File: src/rtl/arb_pkg.sv
// arb_pkg: shared types and constants for the two-requester arbiter.
//   arb_state_e : 2-bit FSM state encoding (IDLE=0, GNT1=1, GNT2=2, RELEASE=3)
//   OWN1/OWN2   : last-owner codes used for the tie-break
//   arb_out_t   : bundle of the registered arbiter outputs
//   arb_decode  : state -> output decode (outputs depend on state only)
package arb_pkg;

  typedef enum logic [1:0] {
    IDLE    = 2'd0,
    GNT1    = 2'd1,
    GNT2    = 2'd2,
    RELEASE = 2'd3
  } arb_state_e;

  localparam logic [1:0] OWN1 = 2'd1;
  localparam logic [1:0] OWN2 = 2'd2;

  typedef struct packed {
    logic gnt1;
    logic gnt2;
    logic busy;
  } arb_out_t;

  function automatic arb_out_t arb_decode(input arb_state_e s);
    arb_out_t o;
    o = '0;
    case (s)
      GNT1:    begin o.gnt1 = 1'b1; o.busy = 1'b1; end
      GNT2:    begin o.gnt2 = 1'b1; o.busy = 1'b1; end
      RELEASE: o.busy = 1'b1;
      default: o = '0;
    endcase
    return o;
  endfunction

endpackage

File: src/rtl/arb_hold_cnt.sv
// arb_hold_cnt: counts consecutive grant cycles and flags the last allowed one.
//   clk     : clock, rising edge
//   rst     : synchronous active-high reset
//   clr     : clear the count (arbiter not in a grant state)
//   en      : count this cycle (arbiter in a grant state)
//   expired : current cycle is grant cycle number MAX_HOLD
module arb_hold_cnt #(
  parameter int MAX_HOLD = 16,
  parameter int CW       = 5
) (
  input  logic clk,
  input  logic rst,
  input  logic clr,
  input  logic en,
  output logic expired
);

  logic [CW-1:0] cnt_q;
  logic [CW-1:0] cnt_d;

  localparam logic [CW-1:0] LAST = CW'(MAX_HOLD - 1);

  // Count value k means this is grant cycle k+1; the forced release is
  // decided in the MAX_HOLD-th cycle so the grant lasts exactly MAX_HOLD.
  assign expired = en && (cnt_q == LAST);

  always_comb begin
    cnt_d = cnt_q;
    if (clr)     cnt_d = '0;
    else if (en) cnt_d = cnt_q + CW'(1);
  end

  always_ff @(posedge clk) begin
    if (rst) cnt_q <= '0;
    else     cnt_q <= cnt_d;
  end

endmodule

File: src/rtl/dual_req_arbiter.sv
// dual_req_arbiter: two-requester arbiter with alternating tie-break and a
// one-cycle bus-turnaround gap after each grant.
//   clk     : clock, rising edge
//   rst     : synchronous active-high reset
//   req1    : requester 1 request (held while the resource is needed)
//   req2    : requester 2 request
//   gnt1    : registered grant to requester 1
//   gnt2    : registered grant to requester 2
//   busy    : registered, high in every state except IDLE
//   timeout : registered one-cycle pulse on a forced release
// Optional feature macro ARB_TIMEOUT_EN: bounds a grant to MAX_HOLD cycles.
// Without it the hold counter is absent, timeout is 0 and grants are unbounded.
module dual_req_arbiter
  import arb_pkg::*;
#(
  parameter int MAX_HOLD = 16,
  parameter int CW       = 5
) (
  input  logic clk,
  input  logic rst,
  input  logic req1,
  input  logic req2,
  output logic gnt1,
  output logic gnt2,
  output logic busy,
  output logic timeout
);

  if ((1 << CW) <= MAX_HOLD) begin : g_bad_cw
    $error("dual_req_arbiter: CW too small for MAX_HOLD");
  end

  arb_state_e state_q, state_d;
  logic [1:0] last_owner_q, last_owner_d;
  arb_out_t   out_q, out_d;
  logic       timeout_q;
  logic       in_grant;
  logic       expired;
  logic       forced;

  assign in_grant = (state_q == GNT1) || (state_q == GNT2);

`ifdef ARB_TIMEOUT_EN
  arb_hold_cnt #(
    .MAX_HOLD (MAX_HOLD),
    .CW       (CW)
  ) u_hold_cnt (
    .clk     (clk),
    .rst     (rst),
    .clr     (!in_grant),
    .en      (in_grant),
    .expired (expired)
  );
`else
  assign expired = 1'b0;
`endif

  // Next-state logic. A held grant is never preempted by the other side;
  // only its own request dropping (or expiry) ends it.
  always_comb begin
    state_d = IDLE;
    forced  = 1'b0;
    case (state_q)
      IDLE: begin
        if (req1 && req2)  state_d = (last_owner_q == OWN1) ? GNT2 : GNT1;
        else if (req1)     state_d = GNT1;
        else if (req2)     state_d = GNT2;
        else               state_d = IDLE;
      end
      GNT1: begin
        if (expired)       begin state_d = RELEASE; forced = 1'b1; end
        else if (!req1)    state_d = RELEASE;
        else               state_d = GNT1;
      end
      GNT2: begin
        if (expired)       begin state_d = RELEASE; forced = 1'b1; end
        else if (!req2)    state_d = RELEASE;
        else               state_d = GNT2;
      end
      RELEASE:             state_d = IDLE;
      default:             state_d = IDLE;
    endcase
  end

  // Owner changes only on entry into a grant state, so a forced release
  // leaves it pointing at the timed-out side and the other side wins a tie.
  always_comb begin
    last_owner_d = last_owner_q;
    if (state_d == GNT1 && state_q != GNT1) last_owner_d = OWN1;
    if (state_d == GNT2 && state_q != GNT2) last_owner_d = OWN2;
  end

  assign out_d = arb_decode(state_d);

  // Outputs are registered from the next state so they line up with state_q.
  always_ff @(posedge clk) begin
    if (rst) begin
      state_q      <= IDLE;
      last_owner_q <= OWN2;
      out_q        <= '0;
      timeout_q    <= 1'b0;
    end else begin
      state_q      <= state_d;
      last_owner_q <= last_owner_d;
      out_q        <= out_d;
      timeout_q    <= forced;
    end
  end

  assign gnt1    = out_q.gnt1;
  assign gnt2    = out_q.gnt2;
  assign busy    = out_q.busy;
  assign timeout = timeout_q;

endmodule

File: config.mk
export PLATFORM = sky130hd
export DESIGN_NAME = dual_req_arbiter
export DESIGN_NICKNAME = d
export VERILOG_FILES = /design/src/rtl/arb_pkg.sv /design/src/rtl/arb_hold_cnt.sv /design/src/rtl/dual_req_arbiter.sv
export SDC_FILE = /design/constraint.sdc
export NUM_CORES = 1
export LEC_CHECK = 0
export ABC_AREA = 1
export CORE_AREA = 3 3 40 42
export DETAILED_ROUTE_END_ITERATION = 12
export DIE_AREA = 0 0 43 45
export GPL_TIMING_DRIVEN = 0
export SLEW_MARGIN = 15
export SYNTH_ARGS = -nofsm -noshare
export SYNTH_HDL_FRONTEND = slang
export SYNTH_SLANG_ARGS = --single-unit
File: constraint.sdc
create_clock -name clk -period 0.92 [get_ports clk]
set_clock_uncertainty 0.1 [all_clocks]
set_input_delay 0.138 -clock clk [delete_from_list [all_inputs] [get_ports clk]]
set_output_delay 0.138 -clock clk [all_outputs]
set_load 0.01 [all_outputs]
==> impl_metrics.yaml, run 1 <==
run_status:
  status: "complete, but fails checks"
  violations: "negative setup slack"
clock_network:
  post_cts_buffers: 0
  cts.reportedPaths.clkPinSlew_ns: 0.06
  htreeDepth: 1
  cts_tree: "built"
  cts_buffers: 3
  insertion_delay_ns: 0.26
  cts_sinks: 7
  ctsHoldBuffers: 0
  cts_root_buf: "clkbuf_4"
  clock_path_buffers: 2
yosys:
  postSynthCellCount: 45
  synth-seq-cells: 7
  synth.area.top_cells: "dfxtp_1 44%, nand2_1 15%, nand3_2 9.3%"
  yosysTopAreaCell: "dfxtp_1"
  yosysTopAreaCellShare_pct: 43.6
  yosysUniqueCellTypes: 13
  synth_top_cells_by_count: "13 x nand2_1, 8 x inv_1, 7 x dfxtp_1"
  syn-cell-area_um2: 322
  synth_edf_count: 0
  ys_seq_area_share_pct: 43.6
  synth_area_per_cell_um2: 7.15
  synth.most_common_cell: "nand2_1"
  synth_flop_cell: "dfxtp_1"
  async_flop_share_pct: 0
  yosysWarnings: 0
  synth_nets: 49
grt:
  grt_max_degree: 6
  groute.usage.overall_pct: 7.75
  grt_overflow: 0
  antenna_found_initial: 0
  grt_pass1_wl_um: 1080
  grt_pass1_vias: 278
worst_setup_path:
  r2r_slack_ns: -0.05
  critical_path_class: "register to register"
  critPathRequiredTime_ns: 0.97
  timing.critical_path.fanout_max: 4
  crit_chain: "nor2_4 > nand3_2 > nand3_2 > nand2_1"
  cp_common_cell: "nand3_2"
  crit_path_top_delay_cell: "dfxtp_2"
  cpPeakStageDelay_ns: 0.34
  cp-start-kind: "register"
  crit_family: "simple AND/OR/NAND/NOR gates"
  end_kind: "register"
  critical_path_buf_inv_count: 0
  cp.arrival_ns: 1.02
die:
  die_w_um: 43
  core-area_um2: 1280
  die-area_um2: 1940
  start_util_pct: 25.0
  std_cell_rows: 13
  num_io_pins: 8
  dieHeight_um: 45
routing:
  drcViolationCount: 0
  vias_per_cell: 4.26
  wl_per_cell_um: 9.44
  dr_total_vias: 298
  drt-initial-drc-count: 8
  drtPass1Iterations: 4
  wl_um: 661
  drtAntennaViolNets: 0
sta:
  rsz0062_at_grt: "true"
  hold_ws_ns: 0.330
  setup_violations: 8
  slew_viol_final: 0
  hold_violations: 0
  fin_ws_ns: -0.0501
  max_freq_mhz: 1030
  finalCritPeriodShare_pct: 105
  fin_crit_ns: 0.970
layout:
  syn_to_final_growth_pct: 37.7
  final_layout_size_suffix_gt1_share_pct: 45.5
  fill_cells: 150
  final_util_pct: 34.5
  num-nets-final: 60
  num_antenna_cells: 0
pwr:
  cellLeakagePower_nw: 0.238
  vdd_drop_max_mv: 0.595
  power_density_nw_per_um2: 1920
worst_hold_path:
  hp-class: "input port to register"
placed_design:
  gp_congestion: 0.742
  dp_hpwl_um: 450
  io_buffer_count: 6
job:
  cap_viol_max_count: 0
-- layout by cell type (no fill, tap or decap) --
master | synthesis | layout
nand2_1 | 13 | 11
inv_1 | 8 | 7
nand3_2 | 3 | 5
dfxtp_2 | 0 | 5
clkbuf_4 | 0 | 3
inv_2 | 1 | 2
nand2_2 | 0 | 2
nor2_2 | 1 | 2
nor2_1 | 3 | 2
dfxtp_1 | 7 | 2
dlygate4sd2_1 | 0 | 2
buf_2 | 0 | 2
nor2_4 | 1 | 1
o21ai_2 | 0 | 1
o21ai_1 | 2 | 1
clkinv_1 | 1 | 1
nand3_1 | 3 | 1
buf_4 | 1 | 1
conb_1 | 1 | 1
clkbuf_1 | 0 | 1
clkdlybuf4s50_1 | 0 | 1
buf_6 | 0 | 1
-- area by class of cell --
cell class                      instances  area (um^2)  share of cell area, %
Buffer                                  1         7.51                   1.69
Tap cell                               15         18.8                   4.24
Multi-Input combinational cell         27          158                   35.6
Sequential cell                         7          146                   33.1
Clock buffer                            4         26.3                   5.93
Timing Repair Buffer                    6         48.8                   11.0
Inverter                               10         37.5                   8.47
-- cell families (layout without fill, tap and decap cells) --
logic type             count (synthesis)  in the layout  synth area share, %
AND/OR/NAND/NOR                       24             24                 38.1
buffers and inverters                 11             21                 14.0
flip-flops                             7              7                 43.6
AO/OA/AOI/OAI                          2              2                 3.11
other                                  1              1                 1.17
-- path summary, 6_finish.rpt --
path | startpoint | end | depth (start not counted)
max reg2reg | state_q[1] | busy | 4
max | state_q[1] | busy | 4
min reg2reg | last_owner_q[1] | last_owner_q[1] | 2
min | req1 | last_owner_q[1] | 4
-- registers in the layout, summed over array words and instances (netlist names) --
name          cells
busy              1
gnt1              1
gnt2              1
last_owner_q      2
state_q           2
-- metal layers --
layer | vias up | share of wire [%] | GRT usage [%]
met5 | - | 0 | 0
li1 | 150 | - | -
met1 | 135 | 43 | 8.94
met3 | 4 | 4.2 | 0
met4 | 0 | 4.5 | 9.04
met2 | 9 | 48 | 12.3
-- tightest hold or removal path, delay by kind of cell --
kind	cells	cell delay (ns)
buf+inv	1	0.30
simple gates	3	0.21
-- per-stage QoR --
stage / total power, mW / cells / setup slack (ns) / area [um^2] / TNS (ns)
after floorplan: 0.482 / 45 / 0.00251 / 322 / 0
after global placement: 0.550 / 66 / -0.417 / 400 / -3.02
after detailed placement: 0.554 / 66 / -0.399 / 400 / -3.02
after CTS: 0.833 / 70 / -0.0449 / 417 / -0.243
after global routing: 0.901 / 70 / -0.133 / 443 / -0.754
final: 0.851 / 70 / -0.0501 / 443 / -0.287
-- timing repair --
item	CTS	global route
setup endpoints to repair	10	10
resized for setup	18	9
pin swaps	2	1
-- power breakdown --
part | switching (mW) | internal, mW
Combinational | 0.106 | 0.0761
Sequential | 0.0276 | 0.348
Clock | 0.127 | 0.166
No activity file was read; power rests on OpenSTA's default activity.
==> inputs of run 2 (changes only) <==
--- a/config.mk
+++ b/config.mk
@@ -5,10 +5,10 @@
 export SDC_FILE = /design/constraint.sdc
 export NUM_CORES = 1
 export LEC_CHECK = 0
-export ABC_AREA = 1
-export CORE_AREA = 3 3 40 42
+export ABC_AREA = 0
+export CORE_AREA = 4 4 41 43
 export DETAILED_ROUTE_END_ITERATION = 12
-export DIE_AREA = 0 0 43 45
+export DIE_AREA = 0 0 45 47
 export GPL_TIMING_DRIVEN = 0
 export SLEW_MARGIN = 15
 export SYNTH_ARGS = -nofsm -noshare
==> run 2 against run 1 <==
The flow still finishes with violations (negative setup slack). Critical endpoint is now last_owner_q[1]. Setup slack got worse by 0.16 ns. Clock power decreased by 6%. Flip-flop and latch count is the same. Critical path depth decreased by 1. Cell count decreased by 17%. Global-route usage down 0.55 points. Via count is 14% lower. Register-to-register slack lost 0.16 ns. Worst hold slack got worse by 0.11 ns. Wire length is 8.2% higher.
==> impl_metrics.yaml, run 2 <==
run_status:
  status: "complete, but fails checks"
  violations: "negative setup slack"
layout:
  multi_input_area_um2: 189
  num_antenna_cells: 0
  top_regs: "last_owner_q (2), state_q (2)"
  layout_commonest_cell: "buf_4"
  syn_to_final_growth_pct: 64.6
  num-nets-final: 48
  fill_cells: 141
  final_layout_size_suffix_gt1_share_pct: 60.5
  regArea_um2: 149
  final_cell_mix: "5 x buf_4, 4 x dfxtp_1"
pwr:
  p_int_mw: 0.595
  p_switching_mw: 0.215
  seq_power_share_pct: 44.8
  combPwrFrac_pct: 21.1
  vdd_drop_max_mv: 0.499
  finalPower_mw: 0.810
  power_density_nw_per_um2: 1740
  cellLeakagePower_nw: 0.207
  clkPwrFrac_pct: 34.0
  swShare_pct: 26.5
sta:
  timing.setup.tns_ns: -0.720
  fin_ws_ns: -0.210
  setup_violations: 7
  slew_viol_final: 0
  fin_crit_ns: 1.13
  max_freq_mhz: 885
  finalCritPeriodShare_pct: 123
  hold_violations: 0
  rsz0062_at_grt: "true"
grt:
  grt_max_degree: 8
  grt_pass1_wl_um: 966
  grt_pass1_vias: 231
  grt_overflow: 0
  groute.usage.overall_pct: 7.20
  antenna_found_initial: 0
yosys:
  yosysWarnings: 0
  ys_seq_area_share_pct: 49.6
  synth.most_common_cell: "dfxtp_1"
  synth_edf_count: 0
  synth_nets: 33
  synth.area.top_cells: "dfxtp_1 50%, a2111oi_2 11%, nor3_1 8.8%"
  synth_area_per_cell_um2: 9.75
  synth-seq-cells: 7
  postSynthCellCount: 29
  yosysTopAreaCell: "dfxtp_1"
  syn-cell-area_um2: 283
  async_flop_share_pct: 0
  yosysUniqueCellTypes: 14
  synth_flop_cell: "dfxtp_1"
  synth_top_cells_by_count: "7 x dfxtp_1, 5 x nor3_1, 3 x nand2b_1"
  yosysTopAreaCellShare_pct: 49.6
die:
  die_w_um: 45
  core-area_um2: 1300
  std_cell_rows: 13
  num_io_pins: 8
  start_util_pct: 21.7
  dieHeight_um: 47
  die-area_um2: 2120
routing:
  drtPass1Iterations: 1
  drcViolationCount: 0
  wl_per_cell_um: 12.3
  dr_total_vias: 256
  wl_um: 715
  vias_per_cell: 4.41
  drtAntennaViolNets: 0
  drt-initial-drc-count: 0
placed_design:
  dp_hpwl_um: 382
  io_buffer_count: 6
  gp_congestion: 0.687
  post-place-ws_ns: -0.586
worst_setup_path:
  critical_path_buf_inv_count: 0
  ff2ff_path_depth: 3
  crit_chain: "nor3b_2 > nor2b_1 > or3_1"
  r2r-end: "last_owner_q[1]"
  cpPeakStageDelay_ns: 0.36
  timing.critical_path.fanout_max: 4
  crit_path_top_delay_cell: "dfxtp_4"
  critical_path_class: "register to register"
  critPathRequiredTime_ns: 0.95
  end_kind: "register"
  crit_family: "simple AND/OR/NAND/NOR gates"
  cp.arrival_ns: 1.16
  cp-start-kind: "register"
  r2r_slack_ns: -0.21
  r2r_start: "state_q[0]"
worst_hold_path:
  min-delay-start: "rst"
  holdPathStages: 2
  hp-class: "input port to register"
  holdPathEnd: "gnt1"
clock_network:
  ctsHoldBuffers: 0
  insertion_delay_ns: 0.25
  cts_sinks: 7
  clock_path_buffers: 2
  cts.reportedPaths.clkPinSlew_ns: 0.05
  cts_buffers: 3
  cts_tree: "built"
  cts_root_buf: "clkbuf_4"
  htreeDepth: 1
job:
  cap_viol_max_count: 0
[run 2: cell type report]
cell class | count | area share, %
sequential | 7 | 32.0
clock buffer | 4 | 5.65
buffer | 1 | 1.61
inverter | 1 | 0.806
timing repair buffer | 10 | 15.3
multi-input combinational | 20 | 40.6
tap | 15 | 4.03
[run 2: how the worst max path moves through the flow]
stage | slack, ns | end | cells after the start | from
after floorplan | -0.16 | last_owner_q[1] | 3 | state_q[1]
after global placement | -0.58 | last_owner_q[1] | 4 | req1
after detailed placement | -0.59 | last_owner_q[1] | 4 | req1
after CTS | -0.20 | last_owner_q[1] | 3 | state_q[0]
after global routing | -0.24 | last_owner_q[1] | 3 | last_owner_q[1]
final | -0.21 | last_owner_q[1] | 3 | state_q[0]
[run 2: metal layers]
layer  global-route usage [%]  wire (um)  vias to the layer above
met3                     3.45         30                        2
met2                     10.5        409                        7
met4                     8.77         12                        0
li1                         -          -                      131
met1                     6.85        263                      116
met5                        0          0                        -
[run 2: cells by family after synthesis]
group	synth area share, %
other cells	1.33
simple gates	27.4
flops	49.6
buf+inv	3.98
compound gates	17.7
[run 2: metrics by stage]
stage	area, um^2	cells	hold slack (ns)	utilization [%]
after detailed placement	379	50	0.380	29.1
after CTS	412	56	0.184	31.6
after global routing	465	58	0.223	35.8
after floorplan	300	29	0.116	-
after global placement	379	50	0.378	29.1
final	465	58	0.218	35.8
[run 2: power by group through the flow]
stage	registers (mW)	clock network [mW]	logic [mW]
2_1_floorplan	0.367	0	0.0729
3_3_place_gp	0.366	0	0.125
3_5_place_dp	0.366	0	0.126
4_1_cts	0.359	0.292	0.133
5_1_grt	0.367	0.321	0.184
6_report	0.363	0.276	0.171
[run 2: what timing repair did]
item / 4_1_cts / 5_1_grt
buffers inserted: 2 / 2
cloned: 0 / 0
endpoints found under the setup margin: 10 / 10
gates resized for setup: 17 / 9
pin swaps: 1 / 3
